### config.mk
export PLATFORM = sky130hd
export DESIGN_NAME = xgmii_encoder
export DESIGN_NICKNAME = d
export VERILOG_FILES = /design/src/rtl/xgmii_pkg.sv /design/src/rtl/xgmii_block_classifier.sv /design/src/rtl/xgmii_encoder.sv
export SDC_FILE = /design/constraint.sdc
export NUM_CORES = 1
export LEC_CHECK = 0
export BUFFER_PORTS_ARGS = -buffer_cell sky130_fd_sc_hd__clkbuf_2
export CORE_ASPECT_RATIO = 0.5
export CORE_UTILIZATION = 45
export DETAILED_ROUTE_END_ITERATION = 8
export PLACE_DENSITY = 0.75
export SYNTH_ARGS = -nofsm -noshare
export SYNTH_HDL_FRONTEND = slang
export SYNTH_HIERARCHICAL = 1
export SYNTH_SLANG_ARGS = --single-unit
### constraint.sdc
create_clock -name i_clk -period 10.8 [get_ports i_clk]
set_clock_uncertainty 0.05 [all_clocks]
set_input_delay 1.62 -clock i_clk [delete_from_list [all_inputs] [get_ports i_clk]]
set_output_delay 1.62 -clock i_clk [all_outputs]
set_load 0.01 [all_outputs]
### src/rtl/xgmii_pkg.sv
// Shared constants and types for the XGMII 64b/66b transmit encoder.
package xgmii_pkg;

    // XGMII control characters
    localparam logic [7:0] XGMII_IDLE  = 8'h07;
    localparam logic [7:0] XGMII_START = 8'hFB;
    localparam logic [7:0] XGMII_TERM  = 8'hFD;
    localparam logic [7:0] XGMII_ERROR = 8'hFE;

    // 64b/66b control block type bytes
    localparam logic [7:0] BT_IDLE = 8'h1E;
    localparam logic [7:0] BT_S4   = 8'h33;
    localparam logic [7:0] BT_S0   = 8'h78;
    localparam logic [7:0] BT_T0   = 8'h87;
    localparam logic [7:0] BT_T1   = 8'h99;
    localparam logic [7:0] BT_T2   = 8'hAA;
    localparam logic [7:0] BT_T3   = 8'hB4;
    localparam logic [7:0] BT_T4   = 8'hCC;
    localparam logic [7:0] BT_T5   = 8'hD2;
    localparam logic [7:0] BT_T6   = 8'hE1;
    localparam logic [7:0] BT_T7   = 8'hFF;

    // Sync headers
    localparam logic [1:0] SYNC_DATA = 2'b01;
    localparam logic [1:0] SYNC_CTRL = 2'b10;

    // Control code used for every lane of an error block
    localparam logic [6:0] CODE_ERROR = 7'h1E;

    // Error block: type 1E followed by eight error codes
    localparam logic [63:0] ERR_BLOCK = {{8{CODE_ERROR}}, BT_IDLE};

    typedef enum logic {
        TX_C,
        TX_D
    } tx_state_t;

    typedef enum logic [3:0] {
        DATA,
        IDLE,
        S0,
        S4,
        T0,
        T1,
        T2,
        T3,
        T4,
        T5,
        T6,
        T7,
        ERR
    } blk_class_t;

    // Terminate class for a terminate character found in lane n
    function automatic blk_class_t term_class(input int n);
        case (n)
            0:       return T0;
            1:       return T1;
            2:       return T2;
            3:       return T3;
            4:       return T4;
            5:       return T5;
            6:       return T6;
            default: return T7;
        endcase
    endfunction

    // Block type byte for a terminate character found in lane n
    function automatic logic [7:0] term_type(input int n);
        case (n)
            0:       return BT_T0;
            1:       return BT_T1;
            2:       return BT_T2;
            3:       return BT_T3;
            4:       return BT_T4;
            5:       return BT_T5;
            6:       return BT_T6;
            default: return BT_T7;
        endcase
    endfunction

    function automatic logic is_term(input blk_class_t c);
        return (c inside {[T0:T7]});
    endfunction

endpackage

### src/rtl/xgmii_block_classifier.sv
// Combinational classifier: maps one 64-bit XGMII word plus its eight
// control flags onto a block class and the encoded 64-bit block payload.
module xgmii_block_classifier
    import xgmii_pkg::*;
(
    input  logic [63:0] word,
    input  logic [7:0]  ctrl,
    output blk_class_t  blk_class,
    output logic [63:0] payload
);

    logic all_idle;
    logic tail_ok;
    logic term_hit;

    // Try each legal block format in turn; anything unmatched is an error block
    always_comb begin
        blk_class = ERR;
        payload   = ERR_BLOCK;
        all_idle  = 1'b1;
        tail_ok   = 1'b1;
        term_hit  = 1'b0;

        for (int k = 0; k < 8; k++) begin
            if (word[8*k +: 8] != XGMII_IDLE && word[8*k +: 8] != XGMII_ERROR) begin
                all_idle = 1'b0;
            end
        end

        if (ctrl == 8'h00) begin
            blk_class = DATA;
            payload   = word;
        end else if (ctrl == 8'hFF && all_idle) begin
            blk_class = IDLE;
            payload   = {56'b0, BT_IDLE};
            for (int k = 0; k < 8; k++) begin
                payload[8 + 7*k +: 7] = (word[8*k +: 8] == XGMII_ERROR) ? CODE_ERROR : 7'h00;
            end
        end else if (ctrl == 8'h01 && word[7:0] == XGMII_START) begin
            blk_class = S0;
            payload   = {word[63:8], BT_S0};
        end else if (ctrl == 8'h1F && word[31:0] == {4{XGMII_IDLE}} &&
                     word[39:32] == XGMII_START) begin
            blk_class = S4;
            payload   = {word[63:40], 4'b0, 28'b0, BT_S4};
        end else begin
            for (int n = 0; n < 8; n++) begin
                tail_ok = 1'b1;
                for (int k = 0; k < 8; k++) begin
                    if (k > n && word[8*k +: 8] != XGMII_IDLE) begin
                        tail_ok = 1'b0;
                    end
                end
                if (!term_hit && ctrl == (8'hFF << n) &&
                    word[8*n +: 8] == XGMII_TERM && tail_ok) begin
                    term_hit  = 1'b1;
                    blk_class = term_class(n);
                    payload   = {56'b0, term_type(n)};
                    for (int k = 0; k < 7; k++) begin
                        if (k < n) begin
                            payload[8*(k+1) +: 8] = word[8*k +: 8];
                        end
                    end
                end
            end
        end
    end

endmodule

### src/rtl/xgmii_encoder.sv
// TX 64b/66b encoder: pairs 32-bit XGMII beats into 64-bit words, encodes
// each word as a data or control block, enforces C/D sequencing and streams
// the block out as two 32-bit halves with the sync header on the low half.
module xgmii_encoder
    import xgmii_pkg::*;
#(
    parameter int DATA_WIDTH    = 32,
    parameter int CTRL_WIDTH    = 4,
    parameter int HDR_WIDTH     = 2,
    parameter int ERR_CNT_WIDTH = 16
) (
    input  logic                     i_clk,
    input  logic                     i_reset_n,
    input  logic [DATA_WIDTH-1:0]    i_xgmii_txd,
    input  logic [CTRL_WIDTH-1:0]    i_xgmii_txc,
    input  logic                     i_xgmii_valid,
    output logic [DATA_WIDTH-1:0]    o_tx_data,
    output logic                     o_tx_data_valid,
    output logic [HDR_WIDTH-1:0]     o_tx_hdr,
    output logic                     o_tx_hdr_valid,
    output logic                     o_enc_error,
    output logic [ERR_CNT_WIDTH-1:0] o_err_count
);

    logic                    toggle;
    logic                    primed;
    logic [DATA_WIDTH-1:0]   beat0_data;
    logic [CTRL_WIDTH-1:0]   beat0_ctrl;
    logic [DATA_WIDTH-1:0]   hi_hold;
    tx_state_t               state;

    blk_class_t              blk_class;
    logic [2*DATA_WIDTH-1:0] cls_payload;
    logic [2*DATA_WIDTH-1:0] enc_payload;
    logic [HDR_WIDTH-1:0]    enc_hdr;
    logic                    blk_err;
    tx_state_t               next_state;

    xgmii_block_classifier u_classifier (
        .word      ({i_xgmii_txd, beat0_data}),
        .ctrl      ({i_xgmii_txc, beat0_ctrl}),
        .blk_class (blk_class),
        .payload   (cls_payload)
    );

    // Apply the C/D sequencing rules; illegal transitions become error blocks
    always_comb begin
        next_state  = state;
        blk_err     = 1'b0;
        enc_payload = cls_payload;
        enc_hdr     = SYNC_CTRL;

        case (state)
            TX_C: begin
                if (blk_class == S0 || blk_class == S4) begin
                    next_state = TX_D;
                end else if (blk_class != IDLE) begin
                    blk_err = 1'b1;
                end
            end
            TX_D: begin
                if (is_term(blk_class)) begin
                    next_state = TX_C;
                end else if (blk_class != DATA) begin
                    blk_err = 1'b1;
                end
            end
            default: blk_err = 1'b1;
        endcase

        if (blk_err) begin
            next_state  = TX_C;
            enc_payload = ERR_BLOCK;
        end else if (blk_class == DATA) begin
            enc_hdr = SYNC_DATA;
        end
    end

    // Beat pairing, sequencing state and registered output stream
    always_ff @(posedge i_clk) begin
        if (!i_reset_n) begin
            toggle          <= 1'b0;
            primed          <= 1'b0;
            beat0_data      <= '0;
            beat0_ctrl      <= '0;
            hi_hold         <= '0;
            state           <= TX_C;
            o_tx_data       <= '0;
            o_tx_data_valid <= 1'b0;
            o_tx_hdr        <= '0;
            o_tx_hdr_valid  <= 1'b0;
            o_enc_error     <= 1'b0;
            o_err_count     <= '0;
        end else begin
            o_tx_data_valid <= 1'b0;
            o_tx_hdr_valid  <= 1'b0;
            o_enc_error     <= 1'b0;
            if (i_xgmii_valid) begin
                toggle <= ~toggle;
                if (!toggle) begin
                    beat0_data      <= i_xgmii_txd;
                    beat0_ctrl      <= i_xgmii_txc;
                    o_tx_data_valid <= primed;
                    if (primed) begin
                        o_tx_data <= hi_hold;
                    end
                end else begin
                    o_tx_data       <= enc_payload[DATA_WIDTH-1:0];
                    hi_hold         <= enc_payload[2*DATA_WIDTH-1:DATA_WIDTH];
                    o_tx_hdr        <= enc_hdr;
                    o_tx_hdr_valid  <= 1'b1;
                    o_tx_data_valid <= 1'b1;
                    primed          <= 1'b1;
                    state           <= next_state;
                    if (blk_err) begin
                        o_enc_error <= 1'b1;
                        if (o_err_count != '1) begin
                            o_err_count <= o_err_count + ERR_CNT_WIDTH'(1);
                        end
                    end
                end
            end
        end
    end

endmodule

---- Word level (Yosys, flattened, before mapping) ----
Cells that the tools add are included.
word-level totals
  logic and storage cells ................. 267
  output and inout port bits .............. 53
  bits of input ports ..................... 39
  register bits ........................... 124
cells by class
  add/sub/neg operators ................... 1
  bitwise operators ....................... 2
  eq/ne operators ......................... 49
  reduce and logical (&&, ||, !) cells .... 53
  muxes and demuxes ....................... 148
  magnitude comparators ................... 2
operators with widths
  operator                                                number
  two-way mux 62 bit                                      7
  two-way mux 64 bit                                      6
  == test 8 bit (second input constant)                   26
  two-way mux 1 bit                                       109
  two-way mux 32 bit                                      2
  inequality test 8 x 3 -> 1 bit (second input constant)  8
  inequality test 8 bit (second input constant)           8
  two-way mux 4 bit                                       12
  two-way mux 5 bit                                       8
  logical AND 1 bit                                       35
  == test 32 x 27 -> 1 bit (second input constant)        1
  adder 16 x 1 -> 16 bit (second input constant)          1
  inequality test 16 bit (second input constant)          1
  == test 4 x 2 -> 1 bit (second input constant)          2
  == test 8 x 1 -> 1 bit (second input constant)          1
  == test 8 x 5 -> 1 bit (second input constant)          1
  zero test 8 bit                                         1
  AND reduction 2 bit                                     4
  zero test 1 bit                                         7
  >= comparator 4 x 3 -> 1 bit (second input constant)    1
  <= comparator 4 bit (second input constant)             1
  zero test 4 bit                                         1
  two-way mux 2 bit                                       2
  inequality test 4 x 1 -> 1 bit (second input constant)  1
  other kinds (7)                                         9

---- Depth between registers and ports, before layout ----
  depth in word-level cells ............... 87
  depth in mapped cells ................... 17

---- Hierarchy ----
The synthesis kept the hierarchy.
modules (own cells, without submodules)
  module                  area an instance (µm²)  cells each  seq. area each (µm²)  times used
  xgmii_encoder           4714.5                  544         2482.4                1
  xgmii_block_classifier  2205.9                  371         0.0                   1

---- Worst setup path after synthesis ----
No wires, ideal clock.
  path kind ............................... input to register
  from .................................... input port i_xgmii_txc[1]
  to ...................................... register o_err_count[12]
  library setup time ...................... 0.070 ns
  slack ................................... 5.670 ns
  stages on the path ...................... 14
  arrival ................................. 5.009 ns
  cell sequence ........................... or3_1 -> or4_1 -> nor4_2 -> or2_0 -> buf_2 -> buf_2 -> nor3_1 -> inv_1 -> ha_1 -> nand2b_1 -> o2bb2ai_1 -> nand4_1 -> or4_1 -> a21oi_1
between the ends
  word-level cells in the longest chain between the ends .. 75
  elaborated cells on any way between the ends .. 105
  classes of those cells .................. order compare (2); eq/ne (13); mux (52); reduce/logical (38)
RTL lines
  item                                                        line                                                        source
  from (decl)                                                 xgmii_encoder.sv:15                                         input logic [CTRL_WIDTH-1:0] i_xgmii_txc,
  == test 8 bit                                               xgmii_block_classifier.sv:33, xgmii_block_classifier.sv:54
  logical AND 1 bit                                           xgmii_block_classifier.sv:54                                if (!term_hit && ctrl == (8'hFF << n) &&
  logical AND 1 bit                                           xgmii_block_classifier.sv:55                                word[8*n +: 8] == XGMII_TERM && tail_ok) begin
  two-way mux 1 bit                                           xgmii_block_classifier.sv:54
  two-way mux 1 bit                                           xgmii_block_classifier.sv:42                                end else if (ctrl == 8'h1F && word[31:0] == {4{XGMII_IDLE}} &&
  two-way mux 1 bit                                           xgmii_block_classifier.sv:39                                end else if (ctrl == 8'h01 && word[7:0] == XGMII_START) begin
  two-way mux 1 bit                                           xgmii_block_classifier.sv:33                                end else if (ctrl == 8'hFF && all_idle) begin
  two-way mux 1 bit                                           xgmii_block_classifier.sv:30                                if (ctrl == 8'h00) begin
  [... 60 more ...]                                           --
  two-way mux 4 bit                                           xgmii_block_classifier.sv:33
  two-way mux 4 bit (*)                                       xgmii_block_classifier.sv:30
  via blk_class[2]                                            xgmii_encoder.sv:32                                         blk_class_t blk_class;
  >= comparator 4 x 3 -> 1 bit, or another cell as far along  xgmii_pkg.sv:83                                             return (c inside {[T0:T7]});
  logical AND 1 bit, or another cell as far along             xgmii_pkg.sv:83
  two-way mux 1 bit (on tied branches)                        xgmii_encoder.sv:62, xgmii_encoder.sv:55
  one-hot mux 1 bit (2 select lines) (*)                      xgmii_encoder.sv:53                                         case (state)
  AND reduction 4 bit (no line) (*)                           --
  to (signal assigned)                                        xgmii_encoder.sv:118                                        o_err_count <= o_err_count + ERR_CNT_WIDTH'(1);
  to (decl)                                                   xgmii_encoder.sv:22                                         output logic [ERR_CNT_WIDTH-1:0] o_err_count
The timed path passes the listed nets; every way through them passes the cells marked *. The select of a mux whose other input is x is not followed.
A chain may end at the register's enable or synchronous reset.

---- Worst setup path after layout ----
  from .................................... input port i_xgmii_txc[3]
  to ...................................... register o_tx_data[16]
between the ends
  word-level cells in the longest chain between the ends .. 76
  elaborated cells on any way between the ends .. 118
  classes of those cells .................. order compare (2); eq/ne (13); mux (66); reduce/logical (37)
RTL lines
  item                                                        line                                                        source
  == test 8 bit                                               xgmii_block_classifier.sv:33, xgmii_block_classifier.sv:54
  logical AND 1 bit                                           xgmii_block_classifier.sv:54
  logical AND 1 bit                                           xgmii_block_classifier.sv:55
  two-way mux 1 bit                                           xgmii_block_classifier.sv:54
  two-way mux 1 bit                                           xgmii_block_classifier.sv:42
  two-way mux 1 bit                                           xgmii_block_classifier.sv:39
  two-way mux 1 bit                                           xgmii_block_classifier.sv:33
  two-way mux 1 bit                                           xgmii_block_classifier.sv:30
  [... 61 more ...]                                           --
  two-way mux 4 bit (*)                                       xgmii_block_classifier.sv:30
  via blk_class[3]                                            xgmii_encoder.sv:32
  >= comparator 4 x 3 -> 1 bit, or another cell as far along  xgmii_pkg.sv:83
  logical AND 1 bit, or another cell as far along             xgmii_pkg.sv:83
  two-way mux 1 bit (on tied branches)                        xgmii_encoder.sv:62, xgmii_encoder.sv:55
  one-hot mux 1 bit (2 select lines) (*)                      xgmii_encoder.sv:53
  two-way mux 64 bit (*)                                      xgmii_encoder.sv:71                                         if (blk_err) begin
  two-way mux 32 bit (*)                                      xgmii_encoder.sv:100                                        if (!toggle) begin
  to (signal assigned)                                        xgmii_encoder.sv:105                                        o_tx_data <= hi_hold;
  to (signal assigned)                                        xgmii_encoder.sv:108                                        o_tx_data <= enc_payload[DATA_WIDTH-1:0];
  to (decl)                                                   xgmii_encoder.sv:17                                         output logic [DATA_WIDTH-1:0] o_tx_data,
Marked as above.

==> results.json <==
{
  "tritoncts.num_buffers": 17,
  "clock_path_buffers": 2,
  "cts_tree": "yes",
  "postSynthCellCount": 915,
  "routed.top_layer": "met5",
  "endpoint_kind": "flip-flop",
  "report.final.hold_viol_count": 0,
  "yosys_most_used_dff": "sky130_fd_sc_hd__dfxtp_1",
  "final_layout_size_suffix_gt1_share_pct": 16.3,
  "cp_max_fo": 22,
  "synth_area_per_cell_um2": 7.56,
  "maxSlewViolCount": 0,
  "routed_wirelength_mm": 29.2,
  "track_usage_pct": 36.7,
  "detailed_place_hpwl_mm": 21.3,
  "route.detailed.vias_per_inst": 6.72,
  "netlist-cell-type-count": 73,
  "wl_met3_mm": 3.95,
  "grt_max_degree": 72,
  "tns_ps": 0,
  "core_area_um2": 14700,
  "routedWlPerCell_um": 24.6,
  "routedLengthMet1_mm": 12.9,
  "worst_min_delay_path_category": "reg -> reg",
  "power_leakage_uw": 0.00307,
  "cts.repair_timing.setup_buffer_count": 0,
  "dp_cells": 1156,
  "initial_utilization_pct": 47.0,
  "hold_slack_ps": 405,
  "io-pin-count": 92,
  "setup_violations": 0,
  "met2WireLength_mm": 11.8,
  "grt.overflow.total": 0,
  "drt_drc_violations_left": 0,
  "setup_repair_after_global_routing_missed_its_margin": "false",
  "outcome": "finished clean",
  "worst_skew_pair.late_latency_ps": 420,
  "crit_path_time_final_ps": 6020,
  "final_min_period_over_clock_period_pct": 55.8,
  "design.final.nets": 1019,
  "row_count": 31,
  "detailedRoute.firstPassIterationCount": 7,
  "seq_area_frac_synth_pct": 35.9,
  "first_pass_grt_wire_length_mm": 42.8,
  "antenna_found_initial": 1,
  "cts_resized": 0,
  "max-cap-violations": 0,
  "synth_warnings": 6,
  "gp_routability_congestion": 1.06,
  "total_power_uw": 1190,
  "timing.fmax_mhz": 166,
  "synth.cell_area_um2": 6920,
  "dieArea_um2": 15900,
  "critical_path.startpoint_type": "input pin",
  "post_cts_clock_slew_at_the_launch_and_capture_registers_of_the_worst_setup_and_hold_paths_ps": 60,
  "die_width_um": 177,
  "number_of_flops_mapped_to_enable_cells_by_yosys": 0,
  "yosys.area.top_type_share_pct": 35.9,
  "setup.worst_path.class": "in -> reg",
  "holdBufCountCts": 0,
  "synth_top_cell_by_area": "sky130_fd_sc_hd__dfxtp_1",
  "drtIter0Drc": 1060,
  "instances_no_fill": 1187,
  "arrival_ps": 6220,
  "n_fill_cell": 1443,
  "tightestPinTransition_ps": 1410,
  "clock_tree.root_cell": "sky130_fd_sc_hd__clkbuf_16",
  "cp_data_required_time_ps": 11000,
  "cts_num_sinks": 124,
  "diodes_inserted": 0,
  "post_drt_antenna_nets": 0,
  "yosys.cell_count.top_type": "sky130_fd_sc_hd__nand2_1",
  "synth.top_cells.by_count": "sky130_fd_sc_hd__nand2_1, sky130_fd_sc_hd__dfxtp_1, sky130_fd_sc_hd__a21oi_1, sky130_fd_sc_hd__nor2_1, sky130_fd_sc_hd__o21ai_0",
  "vias_in_the_first_global_route": 6917,
  "layout-area-overhead-vs-synth_pct": 16.5,
  "post_synth_main_area_contributors": "sky130_fd_sc_hd__dfxtp_1, sky130_fd_sc_hd__nand2_1, sky130_fd_sc_hd__a21oi_1",
  "power.density_cell_area_nw_per_um2": 148,
  "place.port_buffers": 91,
  "postSynthRegisterBits": 124,
  "detailroute.via_count": 7977,
  "postSynth.asyncResetShare_pct": 0,
  "vdd_drop_max_uv": 112,
  "htree_num_levels": 4,
  "max_slew_margin_pct": 5.24,
  "synth_nets": 957,
  "die_h_um": 89.7
}
cell usage in the layout (no fill, tap or decap), types with 10 or more instances in the layout:
cell	instances
sky130_fd_sc_hd__a22o_1	29
sky130_fd_sc_hd__clkbuf_16	17
sky130_fd_sc_hd__inv_1	19
sky130_fd_sc_hd__nor4_1	13
sky130_fd_sc_hd__nand2_1	162
sky130_fd_sc_hd__o21ai_0	70
sky130_fd_sc_hd__or4_1	11
sky130_fd_sc_hd__a221oi_1	14
sky130_fd_sc_hd__a21oi_1	98
sky130_fd_sc_hd__dfxtp_1	124
sky130_fd_sc_hd__nand4_1	21
sky130_fd_sc_hd__o221ai_1	18
sky130_fd_sc_hd__nand3_1	28
sky130_fd_sc_hd__clkbuf_2	91
sky130_fd_sc_hd__and4_1	10
sky130_fd_sc_hd__o211ai_1	18
sky130_fd_sc_hd__nor2_1	80
sky130_fd_sc_hd__nor3_1	12
worst max-delay path, cell delays in order:
cell	delay, ps
sky130_fd_sc_hd__clkbuf_2	150
sky130_fd_sc_hd__or3_1	450
sky130_fd_sc_hd__or4_1	600
sky130_fd_sc_hd__nor4_2	500
sky130_fd_sc_hd__or2_0	180
sky130_fd_sc_hd__buf_4	230
sky130_fd_sc_hd__nor3_1	130
sky130_fd_sc_hd__o21ai_2	170
sky130_fd_sc_hd__inv_1	70
sky130_fd_sc_hd__inv_1	80
sky130_fd_sc_hd__ha_1	190
sky130_fd_sc_hd__nor3b_1	420
sky130_fd_sc_hd__a2bb2oi_2	160
sky130_fd_sc_hd__buf_4	280
sky130_fd_sc_hd__nand2_1	460
sky130_fd_sc_hd__o221ai_1	380
sky130_fd_sc_hd__a21oi_1	120
report_power, final:
part | switching, uW | leakage (uW) | internal [uW] | total [uW]
clock network | 230 | 0.000275 | 358 | 588
logic | 73.5 | 0.00179 | 33.0 | 106
registers | 23.6 | 0.00101 | 476 | 500
cell type report:
cell class | count | area, um^2 | area share, %
clock buffer | 22 | 474 | 5.88
clock inverter | 9 | 113 | 1.40
inverter | 20 | 75.1 | 0.931
multi-input combinational | 716 | 4160 | 51.6
sequential | 124 | 2480 | 30.8
tap | 198 | 248 | 3.07
timing repair buffer | 98 | 508 | 6.30
registers in the layout, summed over array words and instances, names as in the netlist, 2 cells and up:
register,flops
beat0_data,32
hi_hold,32
o_tx_data,32
beat0_ctrl,4
o_tx_hdr,2
o_err_count,16
logic make-up (layout without fill, tap and decap cells):
logic type / count (synthesis) / in the layout / synth area share [%]
xor+xnor: 4 / 4 / 0.506
simple gates: 411 / 411 / 30.8
compound gates: 294 / 294 / 27.4
fa+ha+maj: 3 / 3 / 0.542
mux: 4 / 4 / 0.597
buf+inv: 75 / 149 / 4.25
flops: 124 / 124 / 35.9
worst paths after layout:
check,end,slack [ps],startpoint,cells past startpoint
max,o_tx_data[16],4780,i_xgmii_txc[3],17
max reg2reg,o_tx_data[16],5480,beat0_data[12],15
min reg2reg,o_tx_data[3],410,o_tx_data[3],2
min,o_tx_data[3],410,o_tx_data[3],2
metal layers:
metal | vias up | track usage, %
li1 | 3528 | -
met1 | 3859 | 53.0
met2 | 516 | 52.8
met3 | 72 | 11.1
met4 | 2 | 8.94
met5 | - | 0
per-stage QoR:
| stage | instance area, um^2 | util [%] | worst slack (ps) |
|---|---|---|---|
| 6_report | 8060 | 54.7 | 4780 |
| 5_1_grt | 8060 | 54.7 | 4590 |
| 4_1_cts | 8060 | 54.7 | 4910 |
| 3_5_place_dp | 7480 | 50.7 | 4480 |
| 3_3_place_gp | 7480 | 50.7 | 4630 |
| 2_1_floorplan | 6920 | - | 5670 |
Note: power is estimated with default switching activity, not from simulation.
